## config.mk

```make
export PLATFORM = sky130hd
export DESIGN_NAME = pc_sequencer
export DESIGN_NICKNAME = d
export VERILOG_FILES = /design/src/rtl/pc_sequencer.sv
export SDC_FILE = /design/constraint.sdc
export NUM_CORES = 1
export LEC_CHECK = 0
export ABC_AREA = 1
export CELL_PAD_IN_SITES_DETAIL_PLACEMENT = 1
export CELL_PAD_IN_SITES_GLOBAL_PLACEMENT = 1
export CORE_MARGIN = 1
export CORE_UTILIZATION = 22
export CTS_CLUSTER_DIAMETER = 100
export CTS_CLUSTER_SIZE = 24
export DETAILED_ROUTE_END_ITERATION = 8
export PLACE_DENSITY = 0.95
export SYNTH_ARGS = -nofsm -noshare
export SYNTH_HDL_FRONTEND = slang
export SYNTH_SLANG_ARGS = --single-unit
```

## constraint.sdc

```tcl
create_clock -name clock -period 3.1 [get_ports clock]
set_input_delay 0.31 -clock clock [delete_from_list [all_inputs] [get_ports clock]]
set_output_delay 0.31 -clock clock [all_outputs]
set_load 0.02 [all_outputs]
```

## src/rtl/pc_sequencer.sv

```systemverilog
// Fetch/sequencing controller driving a loadable PC counter: fetches at pc,
// latches the instruction, then applies halt/stall/jump/sequential in DECODE.
module pc_sequencer #(
  parameter int WIDTH      = 8,
  parameter int DATA_WIDTH = 16
) (
  input  logic                  clock,
  input  logic                  reset,
  input  logic                  start,
  input  logic                  halt,
  input  logic                  stall,
  input  logic                  jump_valid,
  input  logic [WIDTH-1:0]      jump_target,
  input  logic [WIDTH-1:0]      pc,
  input  logic                  mem_ready,
  input  logic [DATA_WIDTH-1:0] mem_data,
  output logic                  mem_req,
  output logic                  pc_enable,
  output logic                  pc_count,
  output logic                  pc_load,
  output logic [WIDTH-1:0]      pc_load_value,
  output logic [DATA_WIDTH-1:0] instr,
  output logic                  instr_valid,
  output logic                  running,
  output logic                  halted,
  output logic                  wrap
);

  typedef enum logic [1:0] {IDLE, FETCH, DECODE, HALTED} state_t;

  state_t state;

  always_ff @(posedge clock) begin
    if (reset) begin
      state <= IDLE;
      instr <= '0;
    end else begin
      case (state)
        IDLE:   if (start) state <= FETCH;
        FETCH:  if (mem_ready) begin
                  instr <= mem_data;
                  state <= DECODE;
                end
        DECODE: if (halt)        state <= HALTED;
                else if (!stall) state <= FETCH;
        HALTED: if (start) state <= FETCH;
        default: state <= IDLE;
      endcase
    end
  end

  assign mem_req     = (state == FETCH);
  assign instr_valid = (state == DECODE);
  assign running     = (state == FETCH) || (state == DECODE);
  assign halted      = (state == HALTED);

  // Gated by reset so the counter sees no advance request in a reset cycle.
  logic advance;
  assign advance = !reset && (state == DECODE) && !halt && !stall;

  always_comb begin
    pc_enable     = advance;
    pc_load       = advance && jump_valid;
    pc_count      = advance && !jump_valid;
    pc_load_value = '0;
    if (pc_load) pc_load_value = jump_target;
    wrap          = pc_count && (&pc);
  end

endmodule

```

## Word level (Yosys, flattened, before mapping)

Cells that the tools add are included.

- Multiplexer cells: 6
- Equal/unequal tests: 6
- Reductions and logical operators: 16

Operator list:

| operator | count |
|---|---|
| two-way mux 2 bit | 4 |
| two-way mux 8 bit | 1 |
| AND reduction 8 bit | 1 |
| logical AND 1 bit | 6 |
| case mux 2 bit (3 select lines) | 1 |
| equality test 2 bit (second input constant) | 2 |
| logical NOT 1 bit | 4 |
| inequality test 3 bit (second input constant) | 1 |
| AND reduction 3 bit | 1 |
| equality test 2 x 1 -> 1 bit (second input constant) | 1 |
| logical NOT 2 bit | 1 |
| inequality test 2 x 1 -> 1 bit (second input constant) | 1 |
| inequality test 2 bit (second input constant) | 1 |
| AND reduction 2 bit | 1 |
| OR reduction 2 bit | 1 |
| logical OR 1 bit | 1 |

- Output and inout port bits: 32
- Word-level logic and storage cells: 30
- Flip-flop bits (word level): 18
- Bits of input ports: 39

## Depth between registers and ports, before layout

Gate-level depths: netlist of the first run.

- Word-level depth: 6
- Gate-level depth with buffers: 8

## Worst setup path before layout of the first run

No wires, ideal clock.

- Path kind: reg-to-output
- From: register state[0]
- To: output pc_load_value[0]
- Arrival: 1.473 ns
- Path buffers: 0
- Slack: 1.317 ns
- Stages on the path, launching flop included: 7
- Required time: 2.790 ns
- Path through: dfxtp_1 -> inv_1 -> ha_1 -> nand4_1 -> inv_1 -> nand2_2 -> nor2_1

- Longest elaborated chain between the ends: 6

RTL lines:

| element | RTL line | source |
|---|---|---|
| start: declaration | 31 | `state_t state;` |
| start signal: assignment | 35 | `state <= IDLE;` |
| start signal: assignment | 39 | `IDLE: if (start) state <= FETCH;` |
| start signal: assignment | 42 | `state <= DECODE;` |
| equality test 2 bit | -- |  |
| named net instr_valid | 23 | `output logic instr_valid,` |
| logical AND 1 bit (3 in a row) | 59 | `assign advance = !reset && (state == DECODE) && !halt && !stall;` |
| named net pc_enable | 18 | `output logic pc_enable,` |
| logical AND 1 bit | 63 | `pc_load = advance && jump_valid;` |
| two-way mux 8 bit | 66 | `if (pc_load) pc_load_value = jump_target;` |
| end: declaration | 21 | `output logic [WIDTH-1:0] pc_load_value,` |

The timed path passes the listed nets, and every way through them passes these cells.

## Worst setup path after layout of the first run

- From: register state[1]
- To: output pc_load_value[2]

- Longest elaborated chain between the ends: 6

RTL lines:

| element | RTL line |
|---|---|
| equality test 2 bit | 59 |
| logical AND 1 bit (3 in a row) | 59 |
| logical AND 1 bit | 63 |
| two-way mux 8 bit | 66 |

No other way between the ends.

==> results of run 1 <==
[metrics by stage]
| step | util [%] | power [uW] | hold WS [ps] | cells | instance area, um2 |
|---|---|---|---|---|---|
| final | 44.2 | 981 | 484 | 245 | 1640 |
| after global routing | 44.2 | 1060 | 513 | 245 | 1640 |
| after CTS | 44.2 | 1000 | 492 | 245 | 1640 |
| after detailed placement | 43.1 | 838 | 476 | 242 | 1600 |
| after global placement | 43.1 | 821 | 462 | 242 | 1600 |
| after floorplan | - | 620 | 455 | 126 | 868 |
[power breakdown]
part	leakage, uW	switching [uW]	total [uW]	internal, uW
clock	0.0000216	73.1	159	86.1
sequential	0.000148	34.7	324	289
combinational	0.000549	261	499	238
total	0.000718	368	981	613
[registers in the layout, summed over array words and instances, names as in the netlist]
register / flops
state: 2
instr: 16
[worst paths after layout]
check | from | to | depth (start not counted) | slack (ps)
setup / recovery | state[1]$_SDFFE_PP0P_ | pc_load_value[2] | 6 | 790
setup reg to reg | state[0]$_SDFFE_PP0P_ | state[1]$_SDFFE_PP0P_ | 7 | 1790
hold reg to reg | instr[1]$_SDFFE_PP0P_ | instr[1]$_SDFFE_PP0P_ | 2 | 480
hold / removal | instr[1]$_SDFFE_PP0P_ | instr[1]$_SDFFE_PP0P_ | 2 | 480
[per-layer routing]
metal | wire (um) | up-vias | GRT usage, %
met2 | 1220 | 53 | 25.4
met3 | 331 | 2 | 4.75
li1 | - | 526 | -
met4 | 16 | 0 | 5.00
met1 | 1070 | 439 | 13.3
met5 | 0 | - | 0
[worst max-delay path: stages (launching register included)]
cell             delay [ps]
dfxtp_1                 390
ha_1                    260
nand4_1                 130
inv_1                   110
nand2_2                 120
nor2_1                  120
clkdlybuf4s50_1         610
[cells in the final DEF, fill, tap and decap left out]
cell type        synthesis  routed
nand3_1                  3       3
ha_1                     3       3
o21ai_0                 10      10
and2_1                   1       1
buf_4                    0       1
nor2_2                   1       1
clkbuf_8                 0       3
inv_2                    1       1
nand4_1                  3       3
nand2_2                  1       1
nand2_1                  8       8
inv_1                   20      20
nor2_1                  46      46
dfxtp_1                 18      18
o21ai_1                  6       6
inv_6                    1       1
clkdlybuf4s50_1          0      70
nand2_4                  1       1
[cell type report]
| type | instances | area share [%] |
|---|---|---|
| Clock buffer | 3 | 2.52 |
| Tap cell | 48 | 3.66 |
| Sequential cell | 18 | 22.0 |
| Timing Repair Buffer | 71 | 43.1 |
| Multi-Input combinational cell | 83 | 23.4 |
| Inverter | 22 | 5.34 |
[kinds of logic (layout without fill, tap and decap cells)]
group | Yosys count | count (layout) | synth area share (%)
fa+ha+maj | 3 | 3 | 4.32
buf+inv | 25 | 96 | 14.3
flops | 18 | 18 | 41.5
compound gates | 16 | 16 | 9.22
simple gates | 64 | 64 | 30.7
==> summary.md, run 1 <==
| Metric | Value |
|---|---|
| Outcome | `complete, no violations` |
| Initial antenna violation count | `0` |
| Worst Skew | `2.52 ps` |
| Htree depth | `1` |
| Total Routed Length | `around 2600 um` |
| Post-synth EDFFs | `0` |
| Total number of vias | `~1000` |
| Max Cap Violations | `0` |
| CTS sink count | `18` |
| DP HPWL | `2200 um` |
| Syn Nets | `between 150 and 200` |
| Fin. Hold Viols | `0` |
| PwrDens | `598 nW/um2` |
| IO Port Bufs | `70` |
| Layout Area Growth over Synthesis | `89.0%` |
| Grt ovf | `0` |
| Largest net degree at the start of global routing | `19` |
| Cts bufs inserted | `3` |
| Die ar. | `around 4200 um2` |
| Crit-path max FO | `9` |
| Final WS setup | `between 700 and 800 ps` |
| Fin crit share | `between 70 and 80%` |
| Clock transition at path regs | `70 ps` |
| Gpl congestion | `about 0.64` |
| CTS tree | `done` |
| DR pass1 iterations | `2` |
| Core area | `around 3700 um2` |
| Fin. max-slew vios | `0` |
| Multi-input gate area | `around 380 um2` |
| Fraction of final layout cells with drive strength greater than 1 | `4.57%` |
| CP Launch Type | `flop` |
| Reg area | `about 360 um2` |
| ANT nets after route | `0` |
| Area contributors post-synth | `dfxtp_1 41%, nor2_1 20%, inv_1 8.6%, o21ai_0 5.8%, ha_1 4.3%` |
| List of most frequent post-synthesis cells | `46 x nor2_1, 20 x inv_1, 18 x dfxtp_1` |
| Worst VDD drop | `around 0.26 mV` |
| Hold Path Class | `reg2reg` |
| Chip Height | `64.8 um` |
| Worst-Skew Late Latency | `between 200 and 300 ps` |
| Worst Tran Pin Value | `~240 ps` |
| RSZ-0062 raised after global routing | `no` |
| Ys async rst share | `0%` |
| Total negative setup slack | `0 ps` |
| Synth unique cells | `18` |
| Clock buffer depth | `2` |
| Root Buffer | `clkbuf_8` |
| Fmax achieved | `about 430 MHz` |
| Initial Utilization | `a little under a quarter` |
| Number of hold buffers added after cts | `0` |
| I/O pins | `71` |
| FF+latch count, synth | `18` |
| DR iter-0 viols | `11` |
| Routed WL per cell | `roughly 11 um` |
| Final nets | `around 240` |
| Antenna cells | `0` |
| Post-Syn Area per Cell | `~6.9 um2` |
| CP required | `about 2800 ps` |
| Pre-CTS setup slack | `between 800 and 900 ps` |
| Post-synth top area cell | `dfxtp_1` |
| Share of Yosys cell area claimed by the top area cell type | `41.5%` |
| Synth warn | `0` |
| Worst Path Arrival | `about 2000 ps` |
| Residual DRC | `0` |
| Leakage | `0.000718 uW` |
| Vias in the first global route | `995` |
| CP endpoint kind | `primary output` |
| Main flop type after synthesis | `dfxtp_1` |
| Syn Inst Count | `about 130` |
| Final setup violating endpoints | `0` |
| Gates resized, CTS repair | `0` |
| Slew headroom | `a little over four fifths` |
| Setup Buffers After CTS | `0` |
| Global Route Usage Sum | `between 10 and 15%` |
| Min Tclk post-route | `around 2300 ps` |
| Seq/Total Area, Yosys | `between 40% and 50%` |
| Top-count cell post-synth | `nor2_1` |
| Row count | `22` |
| Post-synthesis cell area | `around 870 um2` |
| First-pass GRT wire length | `4370 um` |
| Fill count | `roughly 470` |
| DR vias/cell | `around 4.2` |
| Die W | `64.8 um` |
| Kind of critical path | `reg2out` |
No activity file was read; power rests on OpenSTA's default activity.
==> inputs of run 2 (changes only) <==
--- a/config.mk
+++ b/config.mk
@@ -9,11 +9,11 @@
 export CELL_PAD_IN_SITES_DETAIL_PLACEMENT = 1
 export CELL_PAD_IN_SITES_GLOBAL_PLACEMENT = 1
 export CORE_MARGIN = 1
-export CORE_UTILIZATION = 22
+export CORE_UTILIZATION = 18
 export CTS_CLUSTER_DIAMETER = 100
 export CTS_CLUSTER_SIZE = 24
 export DETAILED_ROUTE_END_ITERATION = 8
-export PLACE_DENSITY = 0.95
+export PLACE_DENSITY = 0.84
 export SYNTH_ARGS = -nofsm -noshare
 export SYNTH_HDL_FRONTEND = slang
 export SYNTH_SLANG_ARGS = --single-unit
==> constraint.sdc (replaced) <==
create_clock -name clock -period 1.9 [get_ports clock]
set_input_delay 0.19 -clock clock [delete_from_list [all_inputs] [get_ports clock]]
set_output_delay 0.19 -clock clock [all_outputs]
set_load 0.02 [all_outputs]
==> summary.md, run 2 (synthesized netlist as in run 1, its figures left out) <==
| Metric | Value |
|---|---|
| Outcome | `complete, no violations` |
| Core area | `around 4500 um2` |
| Slowest CP cell | `clkdlybuf4s50_1` |
| Clock buffer depth | `2` |
| I/O pins | `71` |
| Setup Buffers After CTS | `0` |
| Initial antenna violation count | `0` |
| Fill count | `between 500 and 600` |
| Vias in the first global route | `about 1100` |
| Pre-CTS setup slack | `-94.4 ps` |
| DP Area | `~1600 um2` |
| ANT nets after route | `0` |
| Largest register by flop count | `instr` |
| Reg2Reg Setup Slack | `slightly below 600 ps` |
| Crit path to | `pc_enable` |
| Critical-path cell list | `inv_1, ha_1, nand4_1, inv_1, clkdlybuf4s50_1` |
| Leading cell type in the layout, fill and taps excluded | `clkdlybuf4s50_1` |
| Multi-input gate area | `slightly below 400 um2` |
| Number of hold buffers added after cts | `0` |
| PwrDens | `995 nW/um2` |
| DP HPWL | `2300 um` |
| Final WS setup | `~86 ps` |
| Gpl congestion | `~0.7` |
| Min Tclk post-route | `roughly 1800 ps` |
| Crit-path max FO | `2` |
| Max reg flops | `16` |
| Residual DRC | `0` |
| Final setup violating endpoints | `0` |
| Crit-path max cell delay | `610 ps` |
| Leakage | `just under 0.0008 uW` |
| Total Routed Length | `just under 3000 um` |
| Worst VDD drop | `between 0.3 and 0.4 mV` |
| Grt ovf | `0` |
| Fmax achieved | `551 MHz` |
| Cts bufs inserted | `3` |
| Hold Path Class | `reg2reg` |
| CP Launch Type | `flop` |
| Worst Skew | `between 2 and 3 ps` |
| Fin crit share | `between 90% and 100%` |
| Layout Area Growth over Synthesis | `90.8%` |
| Antenna cells | `0` |
| Top flop regs | `instr x16, state x2` |
| Htree depth | `1` |
| Fin. max-slew vios | `0` |
| DR iter-0 viols | `17` |
| RR Startpoint | `state[1]$_SDFFE_PP0P_` |
| Largest net degree at the start of global routing | `19` |
| First-pass GRT wire length | `~4600 um` |
| Worst Path Arrival | `roughly 1600 ps` |
| DR vias/cell | `between 4 and 5` |
| Routed WL per cell | `between 10 and 15 um` |
| Clock transition at path regs | `approximately 70 ps` |
| Chip Height | `71.5 um` |
| Global Route Usage Sum | `11.5%` |
| Reg2reg end | `instr[1]$_SDFFE_PP0P_` |
| Row count | `24` |
| Final nets | `244` |
| DR pass1 iterations | `2` |
| Kind of critical path | `reg2out` |
| CTS sink count | `18` |
| Slew headroom | `a little over four fifths` |
| IO Port Bufs | `70` |
| Worst Tran Pin Value | `242 ps` |
| Worst-Skew Late Latency | `250 ps` |
| Initial Utilization | `19.3%` |
| Most used cell along the critical path | `inv_1` |
| CP required | `between 1500 and 2000 ps` |
| Reg2reg path depth | `7` |
| Critical Path Source | `state[0]$_SDFFE_PP0P_` |
| Die ar. | `5110 um2` |
| CP endpoint kind | `primary output` |
| RSZ-0062 raised after global routing | `no` |
| Final design area excluding fillers | `between 1500 and 2000 um2` |
| Fraction of final layout cells with drive strength greater than 1 | `around 6.5%` |
| Total number of vias | `1077` |
| Most frequent cells in the layout | `58 x clkdlybuf4s50_1, 46 x nor2_1, 20 x inv_1` |
| Reg area | `360 um2` |
| Final core area utilization | `a little under two fifths` |
| Root Buffer | `clkbuf_8` |
| CTS tree | `done` |
| Die W | `a little over 70 um` |
| Max Cap Violations | `0` |
| Fin. Hold Viols | `0` |
[run 2: worst min path at each step]
| stage | depth (start not counted) | end | start | slack (ps) |
|---|---|---|---|---|
| 2_1_floorplan | 2 | instr[13]$_SDFFE_PP0P_ | mem_data[13] | 340 |
| 3_3_place_gp | 2 | instr[15]$_SDFFE_PP0P_ | instr[15]$_SDFFE_PP0P_ | 460 |
| 3_5_place_dp | 2 | instr[14]$_SDFFE_PP0P_ | instr[14]$_SDFFE_PP0P_ | 470 |
| 4_1_cts | 2 | instr[14]$_SDFFE_PP0P_ | instr[14]$_SDFFE_PP0P_ | 490 |
| 5_1_grt | 2 | instr[3]$_SDFFE_PP0P_ | instr[3]$_SDFFE_PP0P_ | 520 |
| 6_report | 2 | instr[14]$_SDFFE_PP0P_ | instr[14]$_SDFFE_PP0P_ | 480 |
[run 2: layer usage]
layer  part of all wire, %  vias up  track usage, %
li1                      -      530               -
met5                     0        -               0
met4                   1.1        0            3.92
met2                    45       63            20.5
met3                    10        4            3.38
met1                    44      480            13.1
[run 2: power by group]
part / internal (uW) / leakage [uW] / switching [uW]
registers: 471 / 0.000148 / 45.5
clock network: 141 / 0.0000216 / 128
logic: 412 / 0.000620 / 451
[run 2: stage by stage]
step           std cells  total power, uW  hold slack (ps)  setup TNS, ps
2_1_floorplan        126             1010              335              0
6_report             252             1650              483              0
4_1_cts              252             1690              493              0
3_3_place_gp         249             1390              462          -60.7
3_5_place_dp         249             1410              475           -443
5_1_grt              252             1780              517              0
[run 2: critical path: cells and delay by family (launching register included)]
| family | cells | cell delay, ps |
|---|---|---|
| buffers and inverters | 3 | 760 |
| DFF | 1 | 310 |
| adders and majority gates | 1 | 170 |
| and+or+nand+nor | 1 | 120 |
[run 2: cell type report]
class	instances	share of cell area, %
timing repair buffer	74	43.4
clock buffer	3	2.49
inverter	22	5.29
sequential	18	21.8
multi-input combinational	83	23.2
tap	52	3.93
[run 2: timing repair]
item	4_1_cts	5_1_grt
resized for setup	11	5
pin swaps	0	0
setup endpoints to repair	11	4
==> inputs of run 3 (changes only) <==
--- a/config.mk
+++ b/config.mk
@@ -5,7 +5,6 @@
 export SDC_FILE = /design/constraint.sdc
 export NUM_CORES = 1
 export LEC_CHECK = 0
-export ABC_AREA = 1
 export CELL_PAD_IN_SITES_DETAIL_PLACEMENT = 1
 export CELL_PAD_IN_SITES_GLOBAL_PLACEMENT = 1
 export CORE_MARGIN = 1
==> summary.md, run 3 <==
| Metric | Value |
|---|---|
| Fmax achieved | `about 540 MHz` |
| Fin. Hold Viols | `0` |
| Root Buffer | `clkbuf_8` |
| Total negative setup slack | `0 ps` |
| Top flop regs | `instr x16, state x2` |
| DR vias/cell | `4.41` |
| Fin crit share | `98.2%` |
| Residual DRC | `0` |
| Clock buffer depth | `2` |
| Largest register by flop count | `instr` |
| Hold Path Class | `reg2reg` |
| Total number of vias | `1031` |
| Final setup violating endpoints | `0` |
| Total Routed Length | `approximately 3000 um` |
| Max reg flops | `16` |
| Final nets | `226` |
| RR Startpoint | `state[1]$_SDFFE_PP0P_` |
| Final design area excluding fillers | `roughly 1700 um2` |
| Outcome | `complete, no violations` |
| Die W | `69.8 um` |
| Largest family of logic cells by synthesized area | `simple AND/OR/NAND/NOR gates` |
| Multiplexer share of the synthesized area | `0%` |
| Core area | `approximately 4400 um2` |
| Fraction of final layout cells with drive strength greater than 1 | `19.8%` |
| CP endpoint kind | `primary output` |
| Row count | `24` |
| Grt ovf | `0` |
| RSZ-0062 raised after global routing | `yes` |
| Kind of critical path | `reg2out` |
| I/O pins | `between 70 and 80` |
| DP Area | `roughly 1600 um2` |
| Gpl congestion | `between 0.6 and 0.7` |
| Post-synth EDFFs | `0` |
| Global Route Usage Sum | `about an eighth` |
| Hold slack | `around 450 ps` |
| Synth warn | `0` |
| Cts bufs inserted | `3` |
| Initial antenna violation count | `0` |
| Setup Buffers After CTS | `0` |
| First-pass GRT wire length | `4880 um` |
| DP HPWL | `between 2000 and 2500 um` |
| Synth unique cells | `20` |
| Adder-Cell Fraction of Synth Area | `approximately 4.5%` |
| Max Cap Violations | `0` |
| Routed WL per cell | `between 10 and 15 um` |
| Fill count | `519` |
| Worst Tran Pin Value | `approximately 550 ps` |
| Worst VDD drop | `between 0.3 and 0.4 mV` |
| XOR/XNOR Fraction of Synth Area | `0%` |
| Initial Utilization | `18.9%` |
| Top-count cell post-synth | `nand2_1` |
| Post-Syn Area per Cell | `~7.7 um2` |
| Worst-Skew Late Latency | `roughly 250 ps` |
| Ys async rst share | `0%` |
| CTS sink count | `18` |
| Most frequent cells in the layout | `58 x clkdlybuf4s50_1, 34 x nand2_1, 18 x a21oi_1` |
| Post-synth top area cell | `dfxtp_1` |
| Antenna cells | `0` |
| Final core area utilization | `38.8%` |
| Min Tclk post-route | `~1900 ps` |
| CTS tree | `done` |
| Post-Synth Simple-Gate Area | `between 30% and 40%` |
| Leading cell type in the layout, fill and taps excluded | `clkdlybuf4s50_1` |
| Crit-path max FO | `5` |
| List of most frequent post-synthesis cells | `34 x nand2_1, 18 x a21oi_1, 18 x dfxtp_1` |
| Critical Path Source | `state[0]$_SDFFE_PP0P_` |
| DR iter-0 viols | `18` |
| Post-synthesis cell area | `828 um2` |
| CP Launch Type | `flop` |
| Number of hold buffers added after cts | `0` |
| FF+latch count, synth | `18` |
| Layout Area Growth over Synthesis | `106%` |
| Die ar. | `between 4000 and 5000 um2` |
| Vias in the first global route | `roughly 1000` |
| Area contributors post-synth | `dfxtp_1 44%, nand2_1 15%, a21oi_1 11%, and3_1 6.0%, ha_1 4.5%` |
| Compound-Gate Fraction of Synth Area | `13.9%` |
| Syn Nets | `around 150` |
| PwrDens | `roughly 860 nW/um2` |
| IO Port Bufs | `70` |
| DR pass1 iterations | `2` |
| Hold path start | `instr[5]$_SDFFE_PP0P_` |
| Seq/Total Area, Yosys | `around 44%` |
| Fin. max-slew vios | `0` |
| Share of Yosys cell area claimed by the top area cell type | `a little over two fifths` |
| Clock transition at path regs | `~70 ps` |
| Leakage | `between 0.0006 and 0.0007 uW` |
| Worst Path Arrival | `between 1500 and 2000 ps` |
| Overall power | `~1500 uW` |
| CP required | `1710 ps` |
| Chip Height | `about 70 um` |
| Reg2Reg Setup Slack | `400 ps` |
| Htree depth | `1` |
| ANT nets after route | `0` |
| Largest net degree at the start of global routing | `19` |
| Syn Inst Count | `107` |
| Main flop type after synthesis | `dfxtp_1` |
| Slew headroom | `63.0%` |
| Worst Skew | `between 1.5 and 2 ps` |
-- run 3: cell types whose count changed after synthesis, moves of 6 or more --
cell,change
nor2_1,-45
nand2_1,+26
a21oi_1,+18
inv_1,-15
o21ai_0,-10
and3_1,+8
o21ai_1,-6
-- run 3: worst max-delay path, stage by stage, from the launching register on --
cell     delay (ps)
dfxtp_2         320
inv_2            60
ha_4            120
or4b_4          520
inv_4           110
and3_4          180
buf_6           110
-- run 3: through the flow --
step                cells  setup WS, ps
floorplan             107         0.207
global placement      230          -349
detailed placement    230          -392
CTS                   233          6.25
global route          234         -33.0
finish                234          34.0
-- run 3: final timing paths --
kind                                               end  cells past startpoint
worst max-delay path                  pc_load_value[3]                      6
worst max register to register  instr[15]$_SDFFE_PP0P_                      6
worst min register to register   instr[5]$_SDFFE_PP0P_                      2
worst min-delay path             instr[5]$_SDFFE_PP0P_                      2
-- run 3: logic make-up (layout without fill, tap and decap cells) --
kind of cell             Yosys count  in the layout
AO/OA/AOI/OAI                     21             21
adder cells (fa/ha/maj)            3              3
buffers and inverters             12             87
flip-flops                        18             18
AND/OR/NAND/NOR                   53             53
-- run 3: layout make-up --
class | instances | area [um2] | share of cell area (%)
well taps | 52 | 65.1 | 3.82
inverters | 6 | 27.5 | 1.62
flip-flops and latches | 18 | 363 | 21.3
repair inverters | 1 | 6.26 | 0.367
repair buffers | 77 | 744 | 43.7
multi-input cells | 77 | 455 | 26.7
clock buffers | 3 | 41.3 | 2.42
-- run 3: routing by layer --
| metal | GRT usage, % | vias to the layer above | share of wire [%] |
|---|---|---|---|
| met5 | 0 | - | 0 |
| met4 | 2.67 | 0 | 0 |
| met3 | 3.63 | 0 | 7.2 |
| met2 | 22.5 | 44 | 52 |
| met1 | 14.2 | 480 | 41 |
| li1 | - | 507 | - |
-- run 3: where the power goes --
| group | leakage, uW | total (uW) | internal (uW) | switching (uW) |
|---|---|---|---|---|
| Clock | 0.0000216 | 263 | 141 | 122 |
| Combinational | 0.000505 | 726 | 377 | 349 |
| Sequential | 0.000147 | 476 | 441 | 34.9 |
| Total | 0.000674 | 1460 | 958 | 506 |
-- run 3: what timing repair did --
action                                  CTS  global route
endpoints found under the setup margin   12            13
resized for setup                        50            28
pin swaps                                 1             5
cloned                                    0             1
